File: config.mk
export PLATFORM = sky130hd
export DESIGN_NAME = chirp_spi_serializer
export DESIGN_NICKNAME = d
export VERILOG_FILES = /design/src/rtl/chirp_spi_pkg.sv /design/src/rtl/chirp_spi_clkgen.sv /design/src/rtl/chirp_spi_serializer.sv
export SDC_FILE = /design/constraint.sdc
export NUM_CORES = 1
export LEC_CHECK = 0
export BUFFER_PORTS_ARGS = -buffer_cell sky130_fd_sc_hd__buf_2
export CORE_MARGIN = 4
export CORE_UTILIZATION = 40
export CTS_BUF_LIST = sky130_fd_sc_hd__clkbuf_16
export DETAILED_ROUTE_END_ITERATION = 16
export MAX_ROUTING_LAYER = met4
export PLACE_DENSITY_LB_ADDON = 0.15
export SETUP_SLACK_MARGIN = 0.15
export SLEW_MARGIN = 40
export SYNTH_ARGS = -nofsm -noshare
export SYNTH_HDL_FRONTEND = slang
export SYNTH_SLANG_ARGS = --single-unit
File: constraint.sdc
create_clock -name clock -period 4.41 [get_ports clock]
set_clock_uncertainty 0.1 [all_clocks]
set_input_delay 0.441 -clock clock [delete_from_list [all_inputs] [get_ports clock]]
set_output_delay 0.441 -clock clock [all_outputs]
set_load 0.1 [all_outputs]
File: src/rtl/chirp_spi_pkg.sv
// chirp_spi_pkg
//   Shared definitions for the chirp SPI serializer: state encoding, the
//   default shift register width, device select constants and the chip
//   enable decode helper.
package chirp_spi_pkg;

  localparam int MAX_BITS_DEF = 32;

  localparam logic DEV_DAC = 1'b0;
  localparam logic DEV_VCO = 1'b1;

  typedef enum logic [2:0] {
    IDLE     = 3'd0,
    LEAD     = 3'd1,
    SHIFT_HI = 3'd2,
    SHIFT_LO = 3'd3,
    TRAIL    = 3'd4,
    DONE     = 3'd5
  } state_t;

  // Active-low enable pattern for the selected device; the other bit stays high.
  function automatic logic [1:0] sen_sel(input logic dev);
    logic [1:0] pattern;
    pattern = 2'b11;
    if (dev == DEV_DAC) pattern = 2'b10;
    if (dev == DEV_VCO) pattern = 2'b01;
    return pattern;
  endfunction

endpackage

File: src/rtl/chirp_spi_clkgen.sv
// chirp_spi_clkgen
//   Half-period tick generator for the serial clock. A DIV_W-bit down-counter
//   is loaded with half-1 when a transfer starts and reloads to half-1 on every
//   tick, so each sclk phase lasts exactly `half` system clocks.
//
// Ports
//   clock  in   system clock
//   reset  in   asynchronous active-low reset
//   hold   in   forces the counter to 0 and suppresses tick (controller idle)
//   load   in   loads half-1 (takes priority over hold)
//   half   in   half-period length in clocks, already forced to >= 1
//   tick   out  one-clock pulse on the last clock of each phase
module chirp_spi_clkgen #(
  parameter int DIV_W = 32
) (
  input  logic             clock,
  input  logic             reset,
  input  logic             hold,
  input  logic             load,
  input  logic [DIV_W-1:0] half,
  output logic             tick
);

  logic [DIV_W-1:0] cnt;

  assign tick = !hold && !load && (cnt == '0);

  always_ff @(posedge clock or negedge reset) begin
    if (!reset) begin
      cnt <= '0;
    end else if (load) begin
      cnt <= half - DIV_W'(1);
    end else if (hold) begin
      cnt <= '0;
    end else if (cnt == '0) begin
      cnt <= half - DIV_W'(1);
    end else begin
      cnt <= cnt - DIV_W'(1);
    end
  end

endmodule

File: src/rtl/chirp_spi_serializer.sv
// chirp_spi_serializer
//   SPI write serializer for the chirp DAC and VCO/PLL. A start in IDLE
//   latches the target, bit count, half period and data word, then shifts the
//   word out MSB-first on mosi with sclk idling low. Each phase (lead, sclk
//   high, sclk low, trail) lasts H system clocks, so the selected enable is
//   low for (2N+2)*H clocks. ready pulses for one clock when a transfer ends.
//
// Optional build macro
//   CHIRP_SPI_MISO_CAPTURE_EN  adds miso/readback: miso is shifted in at each
//                              sclk rise and copied to readback in DONE.
//
// Ports
//   clock         in   system clock, rising edge
//   reset         in   asynchronous active-low reset
//   device        in   0 = DAC (sen[0]), 1 = VCO/PLL (sen[1])
//   start_tr      in   transfer request, sampled only in IDLE
//   num_bits      in   bits to send (clamped to MAX_BITS, 0 = no transfer)
//   sclk_divider  in   sclk half period in clocks (0 treated as 1)
//   set_data      in   word to send, MSB-first, left-justified
//   miso          in   serial read data (macro builds only)
//   readback      out  captured read word (macro builds only)
//   ready         out  one-clock pulse at transfer completion
//   sen           out  active-low chip enables
//   sclk          out  serial clock
//   mosi          out  serial data
//
// State table
//   IDLE     | waiting for start_tr; enables high, sclk low
//   LEAD     | enable asserted, first bit on mosi, sclk low for H clocks
//   SHIFT_HI | sclk high for H clocks (slave samples on the rise)
//   SHIFT_LO | sclk low for H clocks, next bit presented on the fall
//   TRAIL    | all bits sent, enable still low, sclk low for H clocks
//   DONE     | enables released, ready pulse, back to IDLE
module chirp_spi_serializer
  import chirp_spi_pkg::*;
#(
  parameter int MAX_BITS = MAX_BITS_DEF,
  parameter int DIV_W    = 32
) (
  input  logic                clock,
  input  logic                reset,
  input  logic                device,
  input  logic                start_tr,
  input  logic [5:0]          num_bits,
  input  logic [DIV_W-1:0]    sclk_divider,
  input  logic [MAX_BITS-1:0] set_data,
`ifdef CHIRP_SPI_MISO_CAPTURE_EN
  input  logic                miso,
  output logic [MAX_BITS-1:0] readback,
`endif
  output logic                ready,
  output logic [1:0]          sen,
  output logic                sclk,
  output logic                mosi
);

  localparam int              IW      = (MAX_BITS > 1) ? $clog2(MAX_BITS) : 1;
  localparam logic [IW-1:0]   TOP_IDX = IW'(MAX_BITS - 1);
  localparam logic [6:0]      MAX_N   = 7'(MAX_BITS);

  state_t              state;
  state_t              state_nx;
  logic                dev_lat;
  logic [MAX_BITS-1:0] data_lat;
  logic [DIV_W-1:0]    h_lat;
  logic [6:0]          bits_left;
  logic [IW-1:0]       bit_idx;

  logic [DIV_W-1:0]    h_in;
  logic [DIV_W-1:0]    h_sel;
  logic [6:0]          n_in;
  logic                tick;
  logic                cg_load;
  logic                cg_hold;

  // Sanitised request values; the clock generator sees the live divider only
  // in the IDLE cycle that loads it, and the latched copy afterwards.
  always_comb begin
    h_in  = (sclk_divider == '0) ? DIV_W'(1) : sclk_divider;
    n_in  = (int'(num_bits) > MAX_BITS) ? MAX_N : {1'b0, num_bits};
    h_sel = (state == IDLE) ? h_in : h_lat;
  end

  assign cg_hold = (state == IDLE) || (state == DONE);

  chirp_spi_clkgen #(
    .DIV_W (DIV_W)
  ) u_clkgen (
    .clock (clock),
    .reset (reset),
    .hold  (cg_hold),
    .load  (cg_load),
    .half  (h_sel),
    .tick  (tick)
  );

  always_ff @(posedge clock or negedge reset) begin
    if (!reset) begin
      state <= IDLE;
    end else begin
      state <= state_nx;
    end
  end

  always_comb begin
    state_nx = state;
    cg_load  = 1'b0;
    case (state)
      IDLE: begin
        if (start_tr) begin
          if (n_in == '0) begin
            state_nx = DONE;
          end else begin
            state_nx = LEAD;
            cg_load  = 1'b1;
          end
        end
      end
      LEAD:     if (tick) state_nx = SHIFT_HI;
      SHIFT_HI: if (tick) state_nx = SHIFT_LO;
      // bits_left reaches 0 at the fall of the last bit; one more low phase
      // completes that bit cell before the trail.
      SHIFT_LO: if (tick) state_nx = (bits_left == '0) ? TRAIL : SHIFT_HI;
      TRAIL:    if (tick) state_nx = DONE;
      DONE:     state_nx = IDLE;
      default:  state_nx = IDLE;
    endcase
  end

  always_comb begin
    sen   = 2'b11;
    sclk  = 1'b0;
    mosi  = 1'b0;
    ready = 1'b0;
    case (state)
      LEAD, SHIFT_LO, TRAIL: begin
        sen  = sen_sel(dev_lat);
        mosi = data_lat[bit_idx];
      end
      SHIFT_HI: begin
        sen  = sen_sel(dev_lat);
        sclk = 1'b1;
        mosi = data_lat[bit_idx];
      end
      DONE:    ready = 1'b1;
      default: ;
    endcase
  end

  // Request latch and bit bookkeeping. The index only moves while more bits
  // remain, so it stops at MAX_BITS-N and holds the last bit through the
  // closing low phase and trail.
  always_ff @(posedge clock or negedge reset) begin
    if (!reset) begin
      dev_lat   <= 1'b0;
      data_lat  <= '0;
      h_lat     <= '0;
      bits_left <= '0;
      bit_idx   <= '0;
    end else if (state == IDLE) begin
      if (start_tr) begin
        dev_lat   <= device;
        data_lat  <= set_data;
        h_lat     <= h_in;
        bits_left <= n_in;
        bit_idx   <= TOP_IDX;
      end
    end else if ((state == SHIFT_HI) && tick) begin
      bits_left <= bits_left - 7'd1;
      if (bits_left > 7'd1) begin
        bit_idx <= bit_idx - IW'(1);
      end
    end
  end

`ifdef CHIRP_SPI_MISO_CAPTURE_EN
  logic [MAX_BITS-1:0] rx_shift;

  always_ff @(posedge clock or negedge reset) begin
    if (!reset) begin
      rx_shift <= '0;
      readback <= '0;
    end else begin
      if ((state == IDLE) && start_tr) begin
        rx_shift <= '0;
      end else if (tick && (state_nx == SHIFT_HI)) begin
        rx_shift <= {rx_shift[MAX_BITS-2:0], miso};
      end
      if (state == DONE) begin
        readback <= rx_shift;
      end
    end
  end
`endif

endmodule
# Yosys cells after proc, flatten, opt, wreduce, memory -nomap -nowiden
# Index checks and enable logic that the tools add are counted.
# word_totals
out_inout_bits	5
reg_bits	112
word_cells	73
in_bits	74
# classes
addsub	4
n_mux	31
n_lt_le_gt_ge	3
reduce_logical	18
eq_ne	10
# op_table
operator	count
$mux W32	5
$logic_not A32 Y1	2
$sub A32 B1 Y32 const B	2
$mux W3	7
$mux W7	3
$mux W5	4
$pmux W3 S5	1
$logic_not A7 Y1	2
$ne A2 B2 Y1 const B	5
$gt A7 B1 Y1 const B	1
$mux W1	7
$sub A7 B1 Y7 const B	1
$eq A3 B2 Y1 const B	2
$eq A3 B3 Y1 const B	2
$gt A6 B6 Y1 const B	1
$lt A5 B6 Y1 const B	1
$mux W6	1
$bmux W1 S5	1
$reduce_and A5 Y1	1
$sub A5 B1 Y5 const B	1
$mux W2	2
$reduce_and A2 Y1	2
$reduce_bool A2 Y1	2
$reduce_or A4 Y1	1
other kinds (6)	9

# Logic depth before layout (Yosys ltp)
# depth
depth_word	12
depth_mapped	16
ltp_nobuf	13

# Cells and area by module
# A second synthesis with hierarchy kept.
# unflattened
cells_unflattened	803
hier_area_um2	6533.8
# by_module_without_submodules
mod	seq_area_each_um2	cells_per_inst	area_each_um2	n_inst
chirp_spi_serializer	2001.9	531	4097.7	1
chirp_spi_clkgen	800.8	272	2436.1	1

# Worst setup path before layout
# OpenSTA, ideal clock, no wires.
# synth_timing
path_kind	reg2reg
start	register state[2]
end	register u_clkgen.cnt[28]
required_ns	4.184
arrival_ns	3.817
n_path_buf	4
stages_incl_launch_ff	16
setup_ns	0.126
period_less_slack_ns	4.043
setup_slack_ns	0.367
cell_sequence	dfrtp_1 > clkbuf_1 > nor3_2 > clkbuf_1 > clkbuf_1 > clkbuf_1 > nand2_1 > o21ai_0 > ha_1 > nor4b_1 > nand4b_1 > a222oi_1 > and2b_1 > nand2_1 > xnor2_1 > a221o_1
# synth_between
elab_chain_cells	6
elab_cells_between_ends	9
classes_between	1 x add/sub; 1 x eq/ne; 5 x mux; 2 x reduce/logical
# synth_rtl
item	line	rtl
from (decl)	chirp_spi_serializer.sv:61	state_t state;
from (signal assigned)	chirp_spi_serializer.sv:101	state <= state_nx;
$logic_not A3 Y1	chirp_spi_serializer.sv:81, chirp_spi_serializer.sv:84, chirp_spi_serializer.sv:108	
$mux W32	chirp_spi_serializer.sv:81	h_sel = (state == IDLE) ? h_in : h_lat;
$sub A32 B1 Y32	chirp_spi_clkgen.sv:32, chirp_spi_clkgen.sv:36	
$mux W32	chirp_spi_clkgen.sv:35	end else if (cnt == '0) begin
$mux W32	chirp_spi_clkgen.sv:33	end else if (hold) begin
$mux W32 *	chirp_spi_clkgen.sv:31	end else if (load) begin
to (signal assigned)	chirp_spi_clkgen.sv:32	cnt <= half - DIV_W'(1);
to (signal assigned)	chirp_spi_clkgen.sv:36	cnt <= half - DIV_W'(1);
to (signal assigned)	chirp_spi_clkgen.sv:38	cnt <= cnt - DIV_W'(1);
to (decl)	chirp_spi_clkgen.sv:24	logic [DIV_W-1:0] cnt;
# Mark *: on every way between the ends. The rest lies on a longest branch, timed or not.
# A chain may end at the register's enable or synchronous reset.

# Worst setup path in the final report
# Ends and elaborated chain as after synthesis.

==> results.txt <==
Busiest metal layer after global routing -> met2
Initial antenna violation count -> 0
Synthesized area per cell -> 8.48 um2
#FFs+latches synth -> 112
# fillers -> 1640
DRC violations left -> 0
Largest net degree at the start of global routing -> 71
Cells after DPL -> 1065
Storage element area -> 2800 um2
Post-Syn Nets -> 875
GRT Total Usage -> 21.4%
Routed Antenna Nets -> 0
# H-tree levels -> 3
Most common cell after layout, fill and taps aside -> nand2_1
IO Pins -> 79
Worst Path Required -> 4550 ps
I/O Buffers -> 78
Total grt overflow -> 0
Post-synthesis adder-cell area fraction -> 1.11%
CTS root buffer -> clkbuf_16
WS Path Type -> flip-flop to flip-flop
FFs w/ async S/R, synth -> 100%
Post-synth EDFFs -> 0
Clock Sinks -> 112
Least-Margin Pin Slew -> 734 ps
Count of final setup violators -> 0
Clock transition at path regs -> 80 ps
Slew Limit Fails -> 0
Synth Area in Compound Gates -> 10.4%
Hold Vio Cnt, Final -> 0
Pre-antenna DRT Iters -> 5
Synth Cell Area -> 6740 um2
CTS Buf Count -> 9
Die height -> 138 um
Worst Setup End Kind -> flip-flop
CTS Buffer Depth -> 2
RSZ-0062 raised after global routing -> no
# Max-Cap Violations -> 0
Crit share post-route -> 85.0%
Width of the chip -> 138 um
TritonCTS clock tree -> done
Insertion delay to the later sink of the worst-skew pair -> 360 ps
Fmax -> 0.267 GHz
Grt met2 use -> 31.8%
Initial Util -> 40.8%
Routed wire per std cell -> 17.5 um
M3 GR Usage -> 3.40%
Crit-path slowest cell -> a222oi_1
Multiplexer share of the synthesized area -> 7.35%
Max FO, Critical Path -> 11
Multi-input gate area -> 3770 um2
Initial DRC count -> 356
Setup crit start kind -> flip-flop
PD cells -> 251 nW/um2
Non-filler cells, final -> 1082
Via count -> 6000
CP arrival -> 3890 ps
Ys flop type -> dfrtp_1
Vias in the first global route -> 5818
Power Total -> 0.00192 W
Largest family of logic cells by synthesized area -> simple AND/OR/NAND/NOR gates
Hold Path Class -> input pin to flip-flop
Synthesis-to-finish area growth -> 13.5%
FP Rows -> 47
Hold slack -> 162 ps
Ant diodes -> 0
Post-route minimum period -> 3750 ps
Seq/Total Area, Yosys -> 41.6%
First-pass GRT wire length -> 31100 um
Total Neg Setup Slack -> 0 ps
Synth Area in XOR/XNOR -> 8.17%
Routing usage on met1 -> 30.6%
RD Place Congestion -> 0.922
VDD IR max -> 174 uV
Syn Inst Count -> 795
Outcome -> finished, final reports clean
Max incr delay on CP -> 630 ps
Total Routed Length -> 18900 um
Library cells used by synthesis -> 57
Max_slew headroom -> 51.1%
Layout net count -> 937
Core ar. -> 16500 um2
Vias per cell -> 5.55
Die area -> 19000 um2
Leak -> 3.68 nW
Worst path cell trace -> or3_2 -> mux2i_1 -> ha_1 -> nor4b_1 -> nand4b_1 -> a222oi_1 -> and2b_1 -> nand2_1 -> xnor2_1 -> a221o_1
Share of post-route cells with drive strength above 1 -> 15.3%
Syn. warnings -> 0
DP HPWL -> 13900 um
Commonest cells after routing, fill and taps aside -> nand2_1, dfrtp_1, buf_2, nor2_1, nor3_1
Synth Area in Simple Gates -> 28.6%
cells by family (layout without fill, tap and decap cells):
group           after synthesis  after routing
mux                          37             37
xor+xnor                     62             62
fa+ha+maj                     6              6
simple gates                424            424
flops                       112            112
buf+inv                      49            116
compound gates              105            105
registers in the layout, summed over array words and instances (netlist names):
name	count
data_lat	32
h_lat	32
u_clkgen.cnt	32
bits_left	7
bit_idx	5
state	3
dev_lat	1
through the flow:
| stage | cell area, um2 | setup slack (ps) | util, % |
|---|---|---|---|
| after floorplan | 6740 | 367 | - |
| after global placement | 7360 | 660 | 44.5 |
| after detailed placement | 7360 | 562 | 44.5 |
| after CTS | 7650 | 643 | 46.3 |
| after global routing | 7650 | 382 | 46.3 |
| final | 7650 | 660 | 46.3 |
critical path, delay by kind of cell, from the launching register on:
| family | cells | cell delay, ps |
|---|---|---|
| flip-flops | 1 | 520 |
| multiplexers | 1 | 200 |
| AND/OR/NAND/NOR | 5 | 1420 |
| adder cells (fa/ha/maj) | 1 | 290 |
| AO/OA/AOI/OAI | 2 | 970 |
| XOR/XNOR | 1 | 130 |
routing by layer:
| layer | up-vias | part of all wire, % |
|---|---|---|
| met2 | 162 | 46 |
| met1 | 2911 | 48 |
| met5 | - | 0 |
| met3 | 23 | 4.9 |
| met4 | 0 | 1.7 |
| li1 | 2904 | - |
area by class of cell:
cell class              count  area share, %
multi-input cells         634           49.2
flip-flops and latches    112           36.6
repair buffers             91           6.44
well taps                 220           3.60
clock buffers               9           2.94
clock inverters             7          0.768
inverters                   9          0.441
worst paths after layout:
check                                          from  slack, ps                          to  cells past startpoint
setup / recovery               state[2]$_DFFE_PN0P_        660  u_clkgen.cnt[28]$_DFF_PN0_                     10
hold / removal                         set_data[26]        160    data_lat[26]$_DFFE_PN0P_                      3
setup reg to reg               state[2]$_DFFE_PN0P_        660  u_clkgen.cnt[28]$_DFF_PN0_                     10
hold reg to reg            data_lat[30]$_DFFE_PN0P_        380    data_lat[30]$_DFFE_PN0P_                      2
max in group asynchronous                     reset       2810       h_lat[27]$_DFFE_PN0P_                      3
min in group asynchronous                     reset        480    bits_left[2]$_DFFE_PN0P_                      2
Yosys cell counts, types with 3 or more instances:
library cell  count  area share, %
o31ai_1           6           0.67
or3_1            12            1.1
and3_1            6           0.56
nand3_1           7           0.52
a211oi_1         11            1.2
o22ai_1          13            1.2
or4_1            14            1.6
o21ai_0          22            1.6
dfrtp_1         112             42
a21oi_1          22            1.6
nand2_1         232             13
mux2i_1          27            4.0
clkbuf_1         35            1.9
nand2b_1          4           0.37
or2_2             3           0.28
nor4_1           21            1.9
nor2_1           56            3.1
nor4b_1           5           0.65
buf_2             4           0.30
and2_1            3           0.28
mux4_2           10            3.3
nor2b_1           4           0.37
ha_1              6            1.1
nor3_1           44            3.3
a31oi_1           5           0.46
inv_1             9           0.50
xnor2_1          37            4.8
xor2_1           24            3.1
where the power goes:
part	switching, W	internal (W)	total [W]
registers	0	0.00103	0.00103
logic	0.0000543	0.0000323	0.0000866
clock network	0.000415	0.000396	0.000811
total	0.000469	0.00145	0.00192
what timing repair did:
action | in CTS | in global routing
setup buffers | 0 | 0
hold buffers | 1 | 0
gates resized for setup | 0 | 0
endpoints found under the hold margin | 31 | 0
Power figures use the tool's default switching activity.
